<file path="config.mk">
export PLATFORM = sky130hd
export DESIGN_NAME = load_use_scoreboard
export DESIGN_NICKNAME = d
export VERILOG_FILES = /design/src/rtl/hazard_pkg.sv /design/src/rtl/hazard_src_decode.sv /design/src/rtl/load_use_scoreboard.sv
export SDC_FILE = /design/constraint.sdc
export NUM_CORES = 1
export LEC_CHECK = 0
export BUFFER_PORTS_ARGS = -buffer_cell sky130_fd_sc_hd__buf_2
export CAP_MARGIN = 20
export CORE_ASPECT_RATIO = 1.1
export CORE_MARGIN = 1.5
export CORE_UTILIZATION = 45
export CTS_BUF_LIST = sky130_fd_sc_hd__clkbuf_8
export CTS_CLUSTER_SIZE = 8
export DETAILED_ROUTE_END_ITERATION = 12
export GPL_ROUTABILITY_DRIVEN = 0
export GPL_TIMING_DRIVEN = 0
export PLACE_DENSITY = 0.67
export SLEW_MARGIN = 20
export SYNTH_ARGS = -nofsm -noshare
export SYNTH_HDL_FRONTEND = slang
export SYNTH_SLANG_ARGS = --single-unit
</file>
<file path="constraint.sdc">
create_clock -name clk_i -period 3.1 [get_ports clk_i]
set_input_delay 0.31 -clock clk_i [delete_from_list [all_inputs] [get_ports clk_i]]
set_output_delay 0.31 -clock clk_i [all_outputs]
set_load 0.01 [all_outputs]
</file>
<file path="src/rtl/hazard_pkg.sv">
// hazard_pkg: shared definitions for the load-use hazard controller.
//   - RV32 base opcodes used by source-register decode
//   - LOAD_LAT_MAX: largest supported load-to-forward latency
//   - src_use_t: which source-register fields an instruction reads
package hazard_pkg;

    localparam logic [6:0] OPC_LOAD   = 7'b0000011;
    localparam logic [6:0] OPC_OPIMM  = 7'b0010011;
    localparam logic [6:0] OPC_OP     = 7'b0110011;
    localparam logic [6:0] OPC_STORE  = 7'b0100011;
    localparam logic [6:0] OPC_BRANCH = 7'b1100011;
    localparam logic [6:0] OPC_JAL    = 7'b1101111;
    localparam logic [6:0] OPC_JALR   = 7'b1100111;
    localparam logic [6:0] OPC_LUI    = 7'b0110111;
    localparam logic [6:0] OPC_AUIPC  = 7'b0010111;

    localparam int LOAD_LAT_MAX = 15;

    typedef struct packed {
        logic usesRs1;
        logic usesRs2;
    } src_use_t;

endpackage

</file>
<file path="src/rtl/hazard_src_decode.sv">
// hazard_src_decode: purely combinational map from an RV32 opcode to the
// source-register fields the instruction actually reads.
// Ports:
//   opCode  in  7  instruction opcode
//   usesRs1 out 1  rs1 field is a real source
//   usesRs2 out 1  rs2 field is a real source
module hazard_src_decode
    import hazard_pkg::*;
(
    input  logic [6:0] opCode,
    output logic       usesRs1,
    output logic       usesRs2
);

    src_use_t use_s;

    // Opcode to source-usage table; unknown opcodes read rs1 only.
    always_comb begin
        use_s = '{usesRs1: 1'b1, usesRs2: 1'b0};
        case (opCode)
            OPC_LUI, OPC_AUIPC, OPC_JAL: use_s = '{usesRs1: 1'b0, usesRs2: 1'b0};
            OPC_OP, OPC_STORE, OPC_BRANCH: use_s = '{usesRs1: 1'b1, usesRs2: 1'b1};
            default: use_s = '{usesRs1: 1'b1, usesRs2: 1'b0};
        endcase
    end

    assign usesRs1 = use_s.usesRs1;
    assign usesRs2 = use_s.usesRs2;

endmodule

</file>
<file path="src/rtl/load_use_scoreboard.sv">
// load_use_scoreboard: load-use hazard controller between ID and EX.
// Each architectural register (except x0) has a small countdown that holds
// how many more ready cycles a recently accepted load still needs before its
// data can be forwarded. A used ID source matching either the load currently
// in EX or a nonzero countdown raises a stall. mem_ready_i=0 freezes the pipe
// and the scoreboard.
// Parameters: REG_ADDR_W (address width), LOAD_LAT (1..LOAD_LAT_MAX),
//             CNT_W (stall-counter width).
// Ports:
//   clk_i, rst_i                 clock, synchronous active-high reset
//   ID_valid_i/opCode/rs/rt      instruction in ID
//   EX_valid_i/memRead/wbAddr    instruction in EX
//   mem_ready_i                  data memory ready (0 = freeze)
//   hazardDetected_o, bubble_o   stall PC/IF-ID and inject a NOP
//   freeze_o                     hold all pipeline registers
//   stallCount_o                 number of hazard cycles (saturating)
// Optional feature macro: HAZARD_STALL_CNT_EN enables the stall counter;
// otherwise stallCount_o is tied to zero.
module load_use_scoreboard
    import hazard_pkg::*;
#(
    parameter int REG_ADDR_W = 5,
    parameter int LOAD_LAT   = 1,
    parameter int CNT_W      = 16
) (
    input  logic                  clk_i,
    input  logic                  rst_i,
    input  logic                  ID_valid_i,
    input  logic [6:0]            ID_opCode_i,
    input  logic [REG_ADDR_W-1:0] ID_rsAddr_i,
    input  logic [REG_ADDR_W-1:0] ID_rtAddr_i,
    input  logic                  EX_valid_i,
    input  logic                  EX_memRead_i,
    input  logic [REG_ADDR_W-1:0] EX_wbAddr_i,
    input  logic                  mem_ready_i,
    output logic                  hazardDetected_o,
    output logic                  bubble_o,
    output logic                  freeze_o,
    output logic [CNT_W-1:0]      stallCount_o
);

    localparam int NUM_REGS = 1 << REG_ADDR_W;
    localparam int SB_W     = $clog2(LOAD_LAT + 1);
    // The EX-stage compare covers the first stall cycle, so the countdown
    // only needs to cover the remaining LOAD_LAT-1 cycles.
    localparam logic [SB_W-1:0] LOAD_INIT = SB_W'(LOAD_LAT - 1);

    logic                usesRs1_s;
    logic                usesRs2_s;
    logic                exLoad_s;
    logic                loadAccept_s;
    logic [NUM_REGS-1:0] pending_s;
    logic                match_s;
    logic                hazard_s;
    logic [SB_W-1:0]     cnt_r [1:NUM_REGS-1];

    hazard_src_decode u_srcDecode (
        .opCode  (ID_opCode_i),
        .usesRs1 (usesRs1_s),
        .usesRs2 (usesRs2_s)
    );

    assign exLoad_s     = EX_valid_i & EX_memRead_i;
    assign loadAccept_s = exLoad_s & (EX_wbAddr_i != {REG_ADDR_W{1'b0}}) & mem_ready_i;

    // Scoreboard countdowns: a new load overrides any decrement of its register.
    always_ff @(posedge clk_i) begin
        if (rst_i) begin
            for (int r = 1; r < NUM_REGS; r++) begin
                cnt_r[r] <= {SB_W{1'b0}};
            end
        end else if (mem_ready_i) begin
            for (int r = 1; r < NUM_REGS; r++) begin
                if (loadAccept_s && (EX_wbAddr_i == REG_ADDR_W'(r))) begin
                    cnt_r[r] <= LOAD_INIT;
                end else if (cnt_r[r] != {SB_W{1'b0}}) begin
                    cnt_r[r] <= cnt_r[r] - SB_W'(1);
                end else begin
                    cnt_r[r] <= cnt_r[r];
                end
            end
        end
    end

    // Per-register "not yet forwardable" flags; x0 is never pending.
    always_comb begin
        pending_s = {NUM_REGS{1'b0}};
        for (int r = 1; r < NUM_REGS; r++) begin
            pending_s[r] = (cnt_r[r] != {SB_W{1'b0}}) ||
                           (exLoad_s && (EX_wbAddr_i == REG_ADDR_W'(r)));
        end
    end

    assign match_s = (usesRs1_s & pending_s[ID_rsAddr_i]) |
                     (usesRs2_s & pending_s[ID_rtAddr_i]);

    // Hazard is suppressed while frozen or in reset.
    always_comb begin
        if (!rst_i && ID_valid_i && mem_ready_i) begin
            hazard_s = match_s;
        end else begin
            hazard_s = 1'b0;
        end
    end

    assign hazardDetected_o = hazard_s;
    assign bubble_o         = hazard_s;
    assign freeze_o         = ~rst_i & ~mem_ready_i;

`ifdef HAZARD_STALL_CNT_EN
    logic [CNT_W-1:0] stallCnt_r;

    // Saturating count of hazard cycles.
    always_ff @(posedge clk_i) begin
        if (rst_i) begin
            stallCnt_r <= {CNT_W{1'b0}};
        end else if (hazard_s && (stallCnt_r != {CNT_W{1'b1}})) begin
            stallCnt_r <= stallCnt_r + CNT_W'(1);
        end else begin
            stallCnt_r <= stallCnt_r;
        end
    end

    assign stallCount_o = rst_i ? {CNT_W{1'b0}} : stallCnt_r;
`else
    assign stallCount_o = {CNT_W{1'b0}};
`endif

endmodule
</file>
==> results.ini, run 1 <==
[timing]
skew_ns = 0
rsz0062_at_grt = no
worst_pin_slew_ns = 0.6410
finalSetupTns_ns = 0
setup_viol = 0
slew_headroom_pct = 57.11
layout_setup_ws_ns = 0.1332
hold_viol = 0
fin_crit_ns = 2.967
slew_violations = 0
finalCritPeriodShare_pct = 95.70
max_freq_mhz = 337.1

[setup_path]
cp.required_ns = 2.79
worstRegToRegCells = 2
cp_slowest_cell = mux4_2
crit_start = EX_wbAddr_i[1]
crit_path_end_kind = primary output
critPathMaxFanout = 7
cp-start-kind = primary input
crit_chain = buf_2 > nor2_1 > a31oi_1 > mux4_2 > o22ai_1 > nor2_1 > o32ai_2 > a211o_1 > buf_4 > buf_2
r2r-end = cnt_r[0][14]
crit_arrival_ns = 2.66
worstSetupPathType = in2out
cpPeakStageDelay_ns = 0.52
r2r_slack_ns = 2.04
path_delay_family = compound AO/OA/AOI/OAI gates
timing.rr.start = cnt_r[0][14]
path_buf_inv = 3

[clock_network]
postCtsSetupRepairBufs = 0
cts_buffers = 5
cts_tree = built
ctsRootBufferMaster = clkbuf_8
postCtsHoldBufs = 0
cts.sinks = 31
clockBufferDepth = 2
insertion_delay_ns = 0.28
cts_htree_levels = 2
clkSlewWorstSetupHoldPaths_ns = 0.06
cts_resized = 0

[logic_synthesis]
synth_top_flop_cell = edfxtp_1
syn_area_per_cell_um2 = 9.999
synth-edff-count = 31
seq_area_frac_synth_pct = 39.12
synthArstFlopShare_pct = 0
synth.distinct_cells = 48
synth_cells = 238
ys_seq_elements = 31
yosysWarnings = 0
syn_area_um2 = 2380

[power_and_ir_drop]
seqPwrFrac_pct = 48.0
intPower_uw = 753.3
ir_worst_vdd_uv = 203.8
p_sw_share_pct = 28.60
combPwrFrac_pct = 24.4
p_switching_uw = 301.8
power.leakage_uw = 0.001238
p_clk_share_pct = 27.6
finalPower_uw = 1055
power_per_cell_area_nw_per_um2 = 371.2

[detailed_routing]
vias = 2166
antenna_left = 0
drt-vias-per-instance = 5.745
wl_mm = 6.208
wl_per_cell_um = 16.47
drc = 0
drt_first_pass_iters = 5
drt_iter0_drc = 208

[cells_and_area]
regMostFlops = cnt_r
syn_to_final_growth_pct = 19.45
largest_reg_flops = 31
num_antenna_cells = 0
num-fill-cells = 467
finish.utilization_pct = 56.48
layout_top_registers = cnt_r x31
fin_nets = 348
drive_above_1_share_pct = 26.02

[run]
max_cap_viol_count = 0

[place]
dpl.hpwl_mm = 4.659
dp_slack_ns = 0.1869
numPortBuffers = 29

[global_route]
grt_max_degree = 11
grt_usage_pct = 22.92
grt_pass1_vias = 1944
antenna_found_initial = 0
overflow = 0
grt_pass1_wl_mm = 9.873

[hold_path]
worstHoldStart = rst_i
hold_path.class = in2reg
whs_path_depth = 2
hold_path_end = cnt_r[0][4]

[die]
io_pins = 47
dieArea_um2 = 5734
rows = 27
die_w_um = 72.34
start_util_pct = 47.28
fp.dieH_um = 79.27
core_um2 = 5034

[run_status]
status = complete, no violations

-- metrics by stage --
| step | instance area (um2) | cells | hold WS [ns] |
|---|---|---|---|
| after floorplan | 2552 | 284 | 0.4969 |
| after global placement | 2770 | 371 | 0.6207 |
| after detailed placement | 2770 | 371 | 0.6328 |
| after CTS | 2843 | 377 | 0.4088 |
| after global routing | 2843 | 377 | 0.4176 |
| final | 2843 | 377 | 0.4161 |
-- worst max-delay path by stage --
stage / cells after the start / slack [ns] / endpoint
3_5_place_dp: 10 / 0.19 / hazardDetected_o
5_1_grt: 10 / 0.04 / hazardDetected_o
2_1_floorplan: 9 / 0.71 / hazardDetected_o
4_1_cts: 10 / 0.18 / hazardDetected_o
6_report: 10 / 0.13 / hazardDetected_o
3_3_place_gp: 10 / 0.21 / hazardDetected_o
-- power groups by stage --
stage	clock, uW	sequential, uW	combinational (uW)
2_1_floorplan	0	511	182
3_3_place_gp	0	514	250
3_5_place_dp	0	515	252
4_1_cts	299	506	253
5_1_grt	317	508	280
6_report	291	506	258
-- logic make-up (layout without fill, tap and decap cells) --
family | after synthesis | after routing | synth area share, %
other | 1 | 47 | 0.1576
and+or+nand+nor | 53 | 53 | 11.88
buffers and inverters | 42 | 77 | 10.41
muxes | 12 | 12 | 7.361
AOI/OAI and AO/OA | 98 | 98 | 30.71
xor gates and xnor gates | 1 | 1 | 0.3681
DFF | 31 | 31 | 39.12
-- layout make-up --
cell class / instances / area (um2) / area share [%]
clock inverters: 1 / 3.754 / 0.1320
well taps: 58 / 72.57 / 2.553
inverters: 4 / 15.01 / 0.5282
multi-input cells: 211 / 1374 / 48.33
clock buffers: 5 / 68.82 / 2.421
flip-flops and latches: 31 / 930.9 / 32.75
plain buffers: 38 / 232.7 / 8.187
repair buffers: 29 / 145.1 / 5.106
-- placed cells by master, fill, tap and decap left out, types with 6 or more instances in the layout --
cell type / netlist / routed
a31o_2: 13 / 13
nand2_1: 7 / 7
a311oi_1: 6 / 6
o21bai_1: 18 / 18
buf_4: 18 / 18
a31oi_1: 20 / 20
conb_1: 1 / 47
buf_2: 6 / 35
clkbuf_1: 12 / 12
edfxtp_1: 31 / 31
a21o_1: 15 / 15
nor2_1: 17 / 17
-- layer usage --
layer  wire [um]  GRT usage [%]  part of all wire [%]  vias to the layer above
li1            -              -                     -                     1036
met1        2701          30.63                    44                     1009
met2        2917          36.30                    47                      107
met3         481          5.076                   7.7                       14
met4         107          8.491                   1.7                        0
met5           0              0                     0                        -
-- worst register-to-register path: stages (launching register included) --
cell      delay, ns
edfxtp_1       0.37
or2_0          0.26
a21o_1         0.20
-- synthesized netlist by cell type (3+ instances only) --
cell type | n | area, um2
a211oi_1 | 3 | 22.52
a21o_1 | 15 | 112.6
a21oi_1 | 5 | 25.02
a311oi_1 | 6 | 52.55
a31o_2 | 13 | 113.9
a31oi_1 | 20 | 125.1
and2_1 | 5 | 31.28
buf_2 | 6 | 30.03
buf_4 | 18 | 135.1
clkbuf_1 | 12 | 45.04
edfxtp_1 | 31 | 930.9
mux2_2 | 4 | 45.04
mux2i_1 | 4 | 40.04
mux4_2 | 4 | 90.09
nand2_1 | 7 | 26.28
nand2b_1 | 3 | 18.77
nand3b_1 | 3 | 22.52
nand4b_1 | 3 | 26.28
nor2_1 | 17 | 63.81
nor2b_1 | 4 | 25.02
nor3_1 | 4 | 20.02
o21ai_0 | 4 | 20.02
o21bai_1 | 18 | 135.1
Note: power is estimated with default switching activity, not from simulation.
==> inputs of run 2 (changes only) <==
--- a/config.mk
+++ b/config.mk
@@ -8,14 +8,13 @@
 export BUFFER_PORTS_ARGS = -buffer_cell sky130_fd_sc_hd__buf_2
 export CAP_MARGIN = 20
 export CORE_ASPECT_RATIO = 1.1
-export CORE_MARGIN = 1.5
 export CORE_UTILIZATION = 45
 export CTS_BUF_LIST = sky130_fd_sc_hd__clkbuf_8
 export CTS_CLUSTER_SIZE = 8
 export DETAILED_ROUTE_END_ITERATION = 12
 export GPL_ROUTABILITY_DRIVEN = 0
 export GPL_TIMING_DRIVEN = 0
-export PLACE_DENSITY = 0.67
+export PLACE_DENSITY = 0.77
 export SLEW_MARGIN = 20
 export SYNTH_ARGS = -nofsm -noshare
 export SYNTH_HDL_FRONTEND = slang
==> run 2 against run 1 <==
Net effect: the run now ends with design-rule violations left; highest routed layer unchanged; power decreased by 0.15%; core utilization unchanged; flip-flop and latch count unchanged.
==> results.ini, run 2 (synthesized netlist as in run 1, its figures left out) <==
[power_and_ir_drop]
ir_worst_vdd_uv = 214.7  ; +5.4%
power_per_cell_area_nw_per_um2 = 370.6  ; -0.15%
power.leakage_uw = 0.001238  ; unchanged

[run_status]
violations = design-rule violations
status = complete, but fails checks

[timing]
finalCritPeriodShare_pct = 95.39  ; -0.32 points
rsz0062_at_grt = no
setup_viol = 0  ; unchanged
slew_headroom_pct = 56.49  ; -0.62 points
skew_ns = 0  ; unchanged
hold_viol = 0  ; unchanged
slew_violations = 0  ; unchanged
fin_crit_ns = 2.957  ; -0.009835 ns
finalSetupTns_ns = 0  ; unchanged
timing.hold.ws_ns = 0.4348  ; +0.01866 ns
max_freq_mhz = 338.2  ; +0.33%
worst_pin_slew_ns = 0.6503  ; +0.009248 ns

[cells_and_area]
largest_reg_flops = 31  ; unchanged
layout_top_registers = cnt_r x31
syn_to_final_growth_pct = 19.45  ; unchanged
drive_above_1_share_pct = 26.02  ; unchanged
regMostFlops = cnt_r
multi_input_area_um2 = 1374  ; unchanged
final_cell_mix = conb_1, buf_2, edfxtp_1, a31oi_1
finish.utilization_pct = 56.48  ; unchanged
final_common_cell = conb_1
num-fill-cells = 484  ; +3.6%
finalNonFillerCells = 377  ; unchanged
regArea_um2 = 930.9  ; unchanged
num_antenna_cells = 0  ; unchanged
fin_nets = 348  ; unchanged

[clock_network]
insertion_delay_ns = 0.28  ; about the same
cts_htree_levels = 2  ; unchanged
cts_resized = 0  ; unchanged
clockBufferDepth = 2  ; unchanged
cts.sinks = 31  ; unchanged
postCtsSetupRepairBufs = 0  ; unchanged
cts_buffers = 5  ; unchanged
ctsRootBufferMaster = clkbuf_8
cts_tree = built
postCtsHoldBufs = 0  ; unchanged
clkSlewWorstSetupHoldPaths_ns = 0.06  ; about the same

[detailed_routing]
vias = 2185  ; +0.88%
drt_first_pass_iters = 10  ; +5
antenna_left = 0  ; unchanged
drc = 7  ; +7
drt_iter0_drc = 157  ; -25%
drt-vias-per-instance = 5.796  ; +0.88%
wl_per_cell_um = 16.35  ; -0.72%
wl_mm = 6.163  ; -0.72%

[die]
io_pins = 47  ; unchanged
start_util_pct = 47.28  ; unchanged
rows = 27  ; unchanged
die_w_um = 71.34  ; -1.4%
dieArea_um2 = 5583  ; -2.6%
core_um2 = 5034  ; unchanged
fp.dieH_um = 78.27  ; -1.3%

[setup_path]
crit_path_end_kind = primary output
crit_arrival_ns = 2.65  ; about the same
cp-start-kind = primary input
cp.required_ns = 2.79  ; about the same
critPathMaxFanout = 7  ; unchanged
worstSetupPathType = in2out

[global_route]
grt_pass1_wl_mm = 9.880  ; about the same
grt_usage_pct = 23.40  ; +0.49 points
grt_max_degree = 11  ; unchanged
antenna_found_initial = 0  ; unchanged
overflow = 0  ; unchanged
grt_pass1_vias = 2019  ; +3.9%

[place]
placed_cells_incl_taps = 371  ; unchanged
numPortBuffers = 29  ; unchanged
dpl.hpwl_mm = 4.613  ; -0.99%

[run]
max_cap_viol_count = 0  ; unchanged

[hold_path]
hold_path.class = in2reg

==> run 2: layout make-up <==
type | count | area share, %
Multi-Input combinational cell | 211 | 48.33
Sequential cell | 31 | 32.75
Buffer | 38 | 8.187
Tap cell | 58 | 2.553
Clock buffer | 5 | 2.421
Clock inverter | 1 | 0.1320
Inverter | 4 | 0.5282
Timing Repair Buffer | 29 | 5.106
==> run 2: worst paths after layout <==
| check | slack [ns] | startpoint | depth (start not counted) | end |
|---|---|---|---|---|
| worst max register to register | 2.05 | cnt_r[0][14] | 2 | cnt_r[0][14] |
| worst min-delay path | 0.43 | rst_i | 2 | cnt_r[0][10] |
| worst max-delay path | 0.14 | EX_wbAddr_i[1] | 10 | hazardDetected_o |
| worst min register to register | 0.64 | cnt_r[0][5] | 2 | cnt_r[0][5] |
==> run 2: report_power, final <==
| group | internal, uW | switching (uW) | total [uW] |
|---|---|---|---|
| clock network | 146 | 145 | 291 |
| registers | 496 | 9.95 | 506 |
| logic | 111 | 146 | 257 |
| total | 753 | 300 | 1050 |
==> run 2: metal layers <==
metal | vias to the layer above | global-route usage [%] | routed length (um)
met5 | - | 0 | 0
met4 | 0 | 10.60 | 168
li1 | 1039 | - | -
met1 | 1018 | 29.99 | 2622
met3 | 18 | 3.979 | 455
met2 | 110 | 38.48 | 2917
==> run 2: metrics by stage <==
stage	power, uW	worst slack, ns	area [um2]
global route	1095	0.04457	2843
CTS	1049	0.2128	2843
global placement	761.0	0.2436	2770
floorplan	692.7	0.7114	2552
finish	1054	0.1430	2843
detailed placement	765.2	0.2165	2770
==> run 2: critical path, stage by stage <==
cell	delay, ns
buf_2	0.13
nor2_1	0.52
a31oi_1	0.28
mux4_2	0.52
o22ai_1	0.16
nor2_1	0.08
o32ai_2	0.25
a211o_1	0.18
buf_4	0.10
buf_2	0.11
